==> src/rtl/round_sched_pkg.sv <==
// Shared widths and saturation bounds for the shared rounding scheduler.
package round_sched_pkg;

  // Accumulator width: 4 guard bits plus integer and doubled fraction bits.
  function automatic int acc_w(input int il, input int fl);
    return 4 + 2 * (il + fl);
  endfunction

  // Rounded result width (signed Qil.fl).
  function automatic int out_w(input int il, input int fl);
    return il + fl;
  endfunction

  // Smallest accumulator value (2*fl fraction units) that clamps to the positive max.
  function automatic longint r_upper(input int il, input int fl);
    return ((longint'(1) << (il + fl - 1)) - 1) << fl;
  endfunction

  // Largest accumulator value that clamps to the negative min (-2^(il-1)).
  function automatic longint r_bottom(input int il, input int fl);
    return -(longint'(1) << (il - 1 + 2 * fl));
  endfunction

endpackage

==> src/rtl/rr_arbiter.sv <==
// Combinational round-robin grant: first requester at/after ptr, wrapping.
module rr_arbiter #(
  parameter int N = 4
) (
  input  logic [N-1:0]         req,
  input  logic [$clog2(N)-1:0] ptr,
  input  logic                 en,
  output logic [N-1:0]         gnt,
  output logic [$clog2(N)-1:0] gnt_idx
);

  logic                 found;
  logic [$clog2(N)-1:0] idx;

  // Scan from ptr upward and grant the first active request.
  always_comb begin
    gnt     = '0;
    gnt_idx = '0;
    found   = 1'b0;
    idx     = '0;
    for (int i = 0; i < N; i++) begin
      idx = $clog2(N)'((int'(ptr) + i) % N);
      if (en && !found && req[idx]) begin
        gnt[idx] = 1'b1;
        gnt_idx  = idx;
        found    = 1'b1;
      end
    end
  end

endmodule

==> src/rtl/stochastic_rounding.sv <==
// Rounds a 2*FL-fraction accumulator to QIL.FL with LFSR dither and clamping.
module stochastic_rounding
  import round_sched_pkg::*;
#(
  parameter  int IL    = 4,
  parameter  int FL    = 16,
  localparam int ACC_W = acc_w(IL, FL),
  localparam int OUT_W = out_w(IL, FL)
) (
  input  logic             clk,
  input  logic             reset,
  input  logic [ACC_W-1:0] acc_in,
  output logic [OUT_W-1:0] rnd_out
);

  localparam logic signed [ACC_W-1:0] R_UP  = ACC_W'(r_upper(IL, FL));
  localparam logic signed [ACC_W-1:0] R_BOT = ACC_W'(r_bottom(IL, FL));
  localparam logic [OUT_W-1:0] OUT_MAX = {1'b0, {(OUT_W-1){1'b1}}};
  localparam logic [OUT_W-1:0] OUT_MIN = {1'b1, {(OUT_W-1){1'b0}}};

  logic [31:0]   lfsr_q, lfsr_d;
  logic [FL-1:0] dither;
  logic          carry;

  // Galois LFSR step, polynomial x^32+x^22+x^2+x+1.
  always_comb lfsr_d = {1'b0, lfsr_q[31:1]} ^ (lfsr_q[0] ? 32'h8020_0003 : 32'h0);

  // Free-running dither source; never sits at zero.
  always_ff @(posedge clk or negedge reset) begin
    if (!reset) lfsr_q <= 32'h1;
    else        lfsr_q <= lfsr_d;
  end

  // Round up exactly when dropped bits + dither carry out (frac > ~dither).
  always_comb begin
    dither = lfsr_q[FL-1:0];
    carry  = acc_in[FL-1:0] > ~dither;
    if ($signed(acc_in) >= R_UP)       rnd_out = OUT_MAX;
    else if ($signed(acc_in) <= R_BOT) rnd_out = OUT_MIN;
    else                               rnd_out = acc_in[FL +: OUT_W] + OUT_W'(carry);
  end

endmodule

==> src/rtl/round_share_sched.sv <==
// Round-robin sharing of one stochastic rounder across N_REQ MAC lanes, 2-stage pipe.
module round_share_sched
  import round_sched_pkg::*;
#(
  parameter  int N_REQ = 4,
  parameter  int IL    = 4,
  parameter  int FL    = 16,
  localparam int ACC_W = acc_w(IL, FL),
  localparam int OUT_W = out_w(IL, FL),
  localparam int ID_W  = $clog2(N_REQ)
) (
  input  logic                   clk,
  input  logic                   reset,
  input  logic [N_REQ-1:0]       req_valid,
  input  logic [N_REQ*ACC_W-1:0] req_data,
  output logic [N_REQ-1:0]       req_ready,
  output logic                   out_valid,
  output logic [OUT_W-1:0]       out_data,
  output logic [ID_W-1:0]        out_id,
  input  logic                   out_ready,
  output logic [15:0]            sat_count,
  output logic                   busy
);

  typedef struct packed {
    logic [ACC_W-1:0] operand;
    logic [ID_W-1:0]  id;
    logic             sat;
  } s1_rec_t;

  localparam logic signed [ACC_W-1:0] R_UP  = ACC_W'(r_upper(IL, FL));
  localparam logic signed [ACC_W-1:0] R_BOT = ACC_W'(r_bottom(IL, FL));
  localparam logic [OUT_W-1:0] OUT_MAX = {1'b0, {(OUT_W-1){1'b1}}};
  localparam logic [OUT_W-1:0] OUT_MIN = {1'b1, {(OUT_W-1){1'b0}}};

  logic             s1_valid_q, s1_valid_d;
  s1_rec_t          s1_q, s1_d;
  logic             out_valid_q, out_valid_d;
  logic [OUT_W-1:0] out_data_q, out_data_d;
  logic [ID_W-1:0]  out_id_q, out_id_d;
  logic [ID_W-1:0]  rr_ptr_q, rr_ptr_d;
  logic [15:0]      sat_count_q, sat_count_d;

  logic             adv1, adv2, accept, in_sat;
  logic [N_REQ-1:0] gnt;
  logic [ID_W-1:0]  gnt_idx;
  logic [ACC_W-1:0] in_op;
  logic [OUT_W-1:0] rnd;

  assign adv2 = !out_valid_q || out_ready;
  assign adv1 = !s1_valid_q || adv2;

  // Grants are masked while reset is held so nothing is accepted during reset.
  rr_arbiter #(.N(N_REQ)) u_arb (
    .req     (req_valid),
    .ptr     (rr_ptr_q),
    .en      (adv1 && reset),
    .gnt     (gnt),
    .gnt_idx (gnt_idx)
  );

  assign accept    = |gnt;
  assign req_ready = gnt;
  assign in_op     = req_data[int'(gnt_idx)*ACC_W +: ACC_W];
  assign in_sat    = ($signed(in_op) >= R_UP) || ($signed(in_op) <= R_BOT);

  stochastic_rounding #(.IL(IL), .FL(FL)) u_rnd (
    .clk     (clk),
    .reset   (reset),
    .acc_in  (s1_q.operand),
    .rnd_out (rnd)
  );

  // Next state: S1 capture on adv1, S2 capture on adv2, pointer and counter on accept.
  always_comb begin
    s1_valid_d  = s1_valid_q;
    s1_d        = s1_q;
    out_valid_d = out_valid_q;
    out_data_d  = out_data_q;
    out_id_d    = out_id_q;
    rr_ptr_d    = rr_ptr_q;
    sat_count_d = sat_count_q;
    if (adv1) begin
      s1_valid_d   = accept;
      s1_d.operand = in_op;
      s1_d.id      = gnt_idx;
      s1_d.sat     = in_sat;
    end
    if (accept) begin
      rr_ptr_d = (int'(gnt_idx) == N_REQ - 1) ? '0 : gnt_idx + 1'b1;
      if (in_sat && sat_count_q != 16'hFFFF) sat_count_d = sat_count_q + 16'd1;
    end
    if (adv2) begin
      out_valid_d = s1_valid_q;
      if (s1_valid_q) begin
        out_id_d   = s1_q.id;
        // Clamp from the flag counted at accept so data and count always agree.
        out_data_d = s1_q.sat ? (s1_q.operand[ACC_W-1] ? OUT_MIN : OUT_MAX) : rnd;
      end
    end
  end

  // Pipeline, pointer and counter registers; reset drops in-flight data.
  always_ff @(posedge clk or negedge reset) begin
    if (!reset) begin
      s1_valid_q  <= 1'b0;
      s1_q        <= '0;
      out_valid_q <= 1'b0;
      out_data_q  <= '0;
      out_id_q    <= '0;
      rr_ptr_q    <= '0;
      sat_count_q <= '0;
    end else begin
      s1_valid_q  <= s1_valid_d;
      s1_q        <= s1_d;
      out_valid_q <= out_valid_d;
      out_data_q  <= out_data_d;
      out_id_q    <= out_id_d;
      rr_ptr_q    <= rr_ptr_d;
      sat_count_q <= sat_count_d;
    end
  end

  assign out_valid = out_valid_q;
  assign out_data  = out_data_q;
  assign out_id    = out_id_q;
  assign sat_count = sat_count_q;
  assign busy      = s1_valid_q | out_valid_q;

endmodule
==> config.mk <==
export PLATFORM = sky130hd
export DESIGN_NAME = round_share_sched
export DESIGN_NICKNAME = d
export VERILOG_FILES = /design/src/rtl/round_sched_pkg.sv /design/src/rtl/rr_arbiter.sv /design/src/rtl/stochastic_rounding.sv /design/src/rtl/round_share_sched.sv
export SDC_FILE = /design/constraint.sdc
export NUM_CORES = 1
export LEC_CHECK = 0
export CORE_AREA = 5 5 116 146
export CTS_CLUSTER_SIZE = 24
export DETAILED_ROUTE_END_ITERATION = 10
export DIE_AREA = 0 0 121 151
export GPL_TIMING_DRIVEN = 1
export PLACE_DENSITY = 0.84
export SETUP_SLACK_MARGIN = 0.5
export SYNTH_ARGS = -nofsm -noshare
export SYNTH_HDL_FRONTEND = slang
export SYNTH_HIERARCHICAL = 1
export SYNTH_SLANG_ARGS = --single-unit
==> constraint.sdc <==
create_clock -name clk -period 5.3 [get_ports clk]
set_input_delay 1.06 -clock clk [delete_from_list [all_inputs] [get_ports clk]]
set_output_delay 1.06 -clock clk [all_outputs]
set_load 0.01 [all_outputs]
==> flow_summary.json, run 1 <==
{
  "critical_path_class": "in2reg",
  "r2r_cells": 14,
  "rows": 51,
  "critPathLaunchType": "input port",
  "ys_warn_count": 6,
  "clkLatencyLatePin_ps": 420,
  "ys_seq_elements": 121,
  "gp_congestion": 0.908,
  "irDropWorstVdd_v": 0.000240,
  "finalClockSkew_ps": 9.72,
  "endpoint_kind": "flop",
  "synth_edf_count": 0,
  "cts.path.max_buffers": 2,
  "required_ps": 5600,
  "cts_tree": "done",
  "grt_pass1_vias": 6590,
  "status": "finished, final reports clean",
  "initial_core_util_pct": 47.1,
  "synth-main-ff-cell": "dfrtp_1",
  "max_freq_mhz": 215,
  "setup_viol": 0,
  "yosysTopAreaCellShare_pct": 41.5,
  "die_w_microns": 121,
  "maxSlewViolCount": 0,
  "setup_ws_ps": 654,
  "layout-drive-gt1-share_pct": 21.1,
  "drc": 0,
  "grtUsageTotal_pct": 24.8,
  "antenna_found_initial": 1,
  "overflow": 0,
  "die_h_microns": 151,
  "clkTransAtPathRegs_ps": 60,
  "grt_pass1_wl_mm": 34.8,
  "syn_area_per_cell_sq_um": 11.9,
  "ys_seq_area_share_pct": 41.8,
  "area_delta_synth_final_pct": 43.9,
  "die_area_sq_um": 18300,
  "initialDrtViolationCount": 353,
  "viasPerCell": 5.79,
  "numCtsBuffers": 17,
  "synth_cells": 609,
  "hold_depth": 0,
  "post_drt_wl_per_cell_microns": 20.9,
  "async_reset_ff_share_pct": 100,
  "cts.sinks": 121,
  "period_share_pct": 87.7,
  "min_path_type": "reg2reg",
  "relSlewSlack_pct": 26.7,
  "p_per_area_nw_per_um2": 497,
  "ys_top_cells_by_area": "dfrtp_1 (41%), mux4_2 (14%), mux2_2 (7.9%)",
  "fin_tns_setup_ps": 0,
  "ios": 227,
  "cts_hold_buf": 0,
  "crit_arrival_ps": 4940,
  "htree_levels": 4,
  "portBuffers": 226,
  "wl_mm": 22.5,
  "min_period_ps": 4650,
  "grt_max_degree": 65,
  "hpwl_mm": 17.4,
  "finalHoldViolCount": 0,
  "tightest_slew_ps": 1100,
  "worstHoldStart": "u_rnd/lfsr_q[19]",
  "worstReg2RegStart": "rr_ptr_q[1]",
  "core_sq_um": 15400,
  "route.vias.total": 6222,
  "p_leak_nw": 4.17,
  "synthesis.nets": 819,
  "cp-startpoint": "req_valid[0]",
  "dpl_worst_slack_ps": 125,
  "max_cap_violations": 0,
  "drt-pass1-iter-count": 5,
  "yosys.area.top_type": "dfrtp_1",
  "critPathMaxFanout": 11,
  "synth.distinct_cells": 60,
  "netlist_area_sq_um": 7240,
  "cts_root_buf": "clkbuf_16",
  "rsz0062_at_grt": "no",
  "fin_nets": 1059,
  "ant_nets": 0
}
## synth_stat cells (6+ instances only)
master    count
mux2_2       51
nand2_1      41
nand3b_1      6
nor4_1       21
mux4_2       46
xor2_1       12
nor3_1        9
clkbuf_1      8
buf_6         9
buf_1         6
ha_1         27
dfrtp_1     120
xnor2_1      24
nand4_1      25
inv_1        12
nand3_1      26
buf_2         8
a21oi_1      28
nor2_1       17
o21ai_0      40
## critical path, stage by stage
cell and delay [ps]:
clkdlybuf4s50_1 480, buf_4 170, or3b_2 440, a21oi_1 200, a211oi_1 100, a22o_2 380
buf_4 230, mux4_2 360, nor4_2 370, nand4_1 220, o31ai_4 420, buf_4 230
nand4b_1 120, xnor2_1 150
## sequential cells by signal, summed over array words and instances, names as in the netlist
register	cells
out_data	20
out_id	2
out_valid	1
rr_ptr_q	2
s1_q	47
s1_valid_q	1
sat_count	16
u_rnd/lfsr_q	32
## power breakdown
| group | total [mW] | switching (mW) | internal, mW | leakage [nW] |
|---|---|---|---|---|
| Combinational | 2.44 | 1.18 | 1.27 | 2.35 |
| Clock | 1.16 | 0.447 | 0.713 | 0.285 |
| Sequential | 1.58 | 0.342 | 1.23 | 1.53 |
## cell families (layout without fill, tap and decap cells)
logic type                 Yosys count  in the layout  synth area share [%]
AOI/OAI and AO/OA                  101            101                  8.59
xor gates and xnor gates            36             36                  4.35
adders and majority gates           27             27                  4.66
buffers and inverters               45            298                  3.47
DFF                                121            121                  41.8
muxes                              103            103                  23.2
other                                0              1                     0
and+or+nand+nor                    176            176                  13.9
## routing by layer
metal	wire [microns]	vias up	global-route usage [%]
li1	-	2815	-
met5	0	-	0
met3	1750	66	6.61
met1	8430	3029	29.3
met4	1040	0	11.9
met2	11300	312	42.1
## metrics by stage
step	area, sq um	hold WS [ps]	std cells	power, mW	utilization (%)
floorplan	7240	331	609	3.10	-
global placement	9770	332	1039	3.90	63.5
detailed placement	9770	335	1039	3.97	63.5
CTS	10400	344	1071	5.18	67.5
global route	10400	360	1075	5.49	67.7
finish	10400	345	1075	5.18	67.7
## repair_timing
action	in CTS	in global routing
setup endpoints to repair	5	11
setup buffers	0	3
pin swaps	0	1
resized for setup	1	3
## cell type report
cell class / instances / area [sq um]
Timing Repair Buffer: 254 / 2480
Sequential cell: 121 / 3030
Inverter: 12 / 45.0
Clock inverter: 14 / 161
Antenna cell: 1 / 2.50
Fill cell: 1094 / 4960
Multi-Input combinational cell: 443 / 3990
Clock buffer: 18 / 439
Tap cell: 212 / 265
## worst paths after layout
| kind | endpoint | slack (ps) |
|---|---|---|
| min in group asynchronous | s1_q[16] | 870 |
| hold reg to reg | u_rnd/lfsr_q[18] | 340 |
| max in group asynchronous | u_rnd/lfsr_q[13] | 3180 |
| setup reg to reg | sat_count[11] | 830 |
| setup / recovery | sat_count[11] | 650 |
| hold / removal | u_rnd/lfsr_q[18] | 340 |
## layout by cell type (no fill, tap or decap), types with 17 or more instances in the layout
cell type          n
nand4_1           25
dfrtp_1          120
clkbuf_16         17
nor4_1            18
nand3_1           25
xnor2_1           24
clkdlybuf4s50_1  225
ha_1              27
o21ai_0           40
nor2_1            17
nand2_1           41
mux2_2            51
buf_4             28
mux4_2            46
a21oi_1           28
No activity file was read; power rests on OpenSTA's default activity.
==> run 2: changes to the inputs <==
--- a/config.mk
+++ b/config.mk
@@ -12,6 +12,7 @@
 export GPL_TIMING_DRIVEN = 1
 export PLACE_DENSITY = 0.84
 export SETUP_SLACK_MARGIN = 0.5
+export SLEW_MARGIN = 10
 export SYNTH_ARGS = -nofsm -noshare
 export SYNTH_HDL_FRONTEND = slang
 export SYNTH_HIERARCHICAL = 1
==> results of run 2 <==
Same layout as run 1: the final DEF is identical, and so are final timing and power.
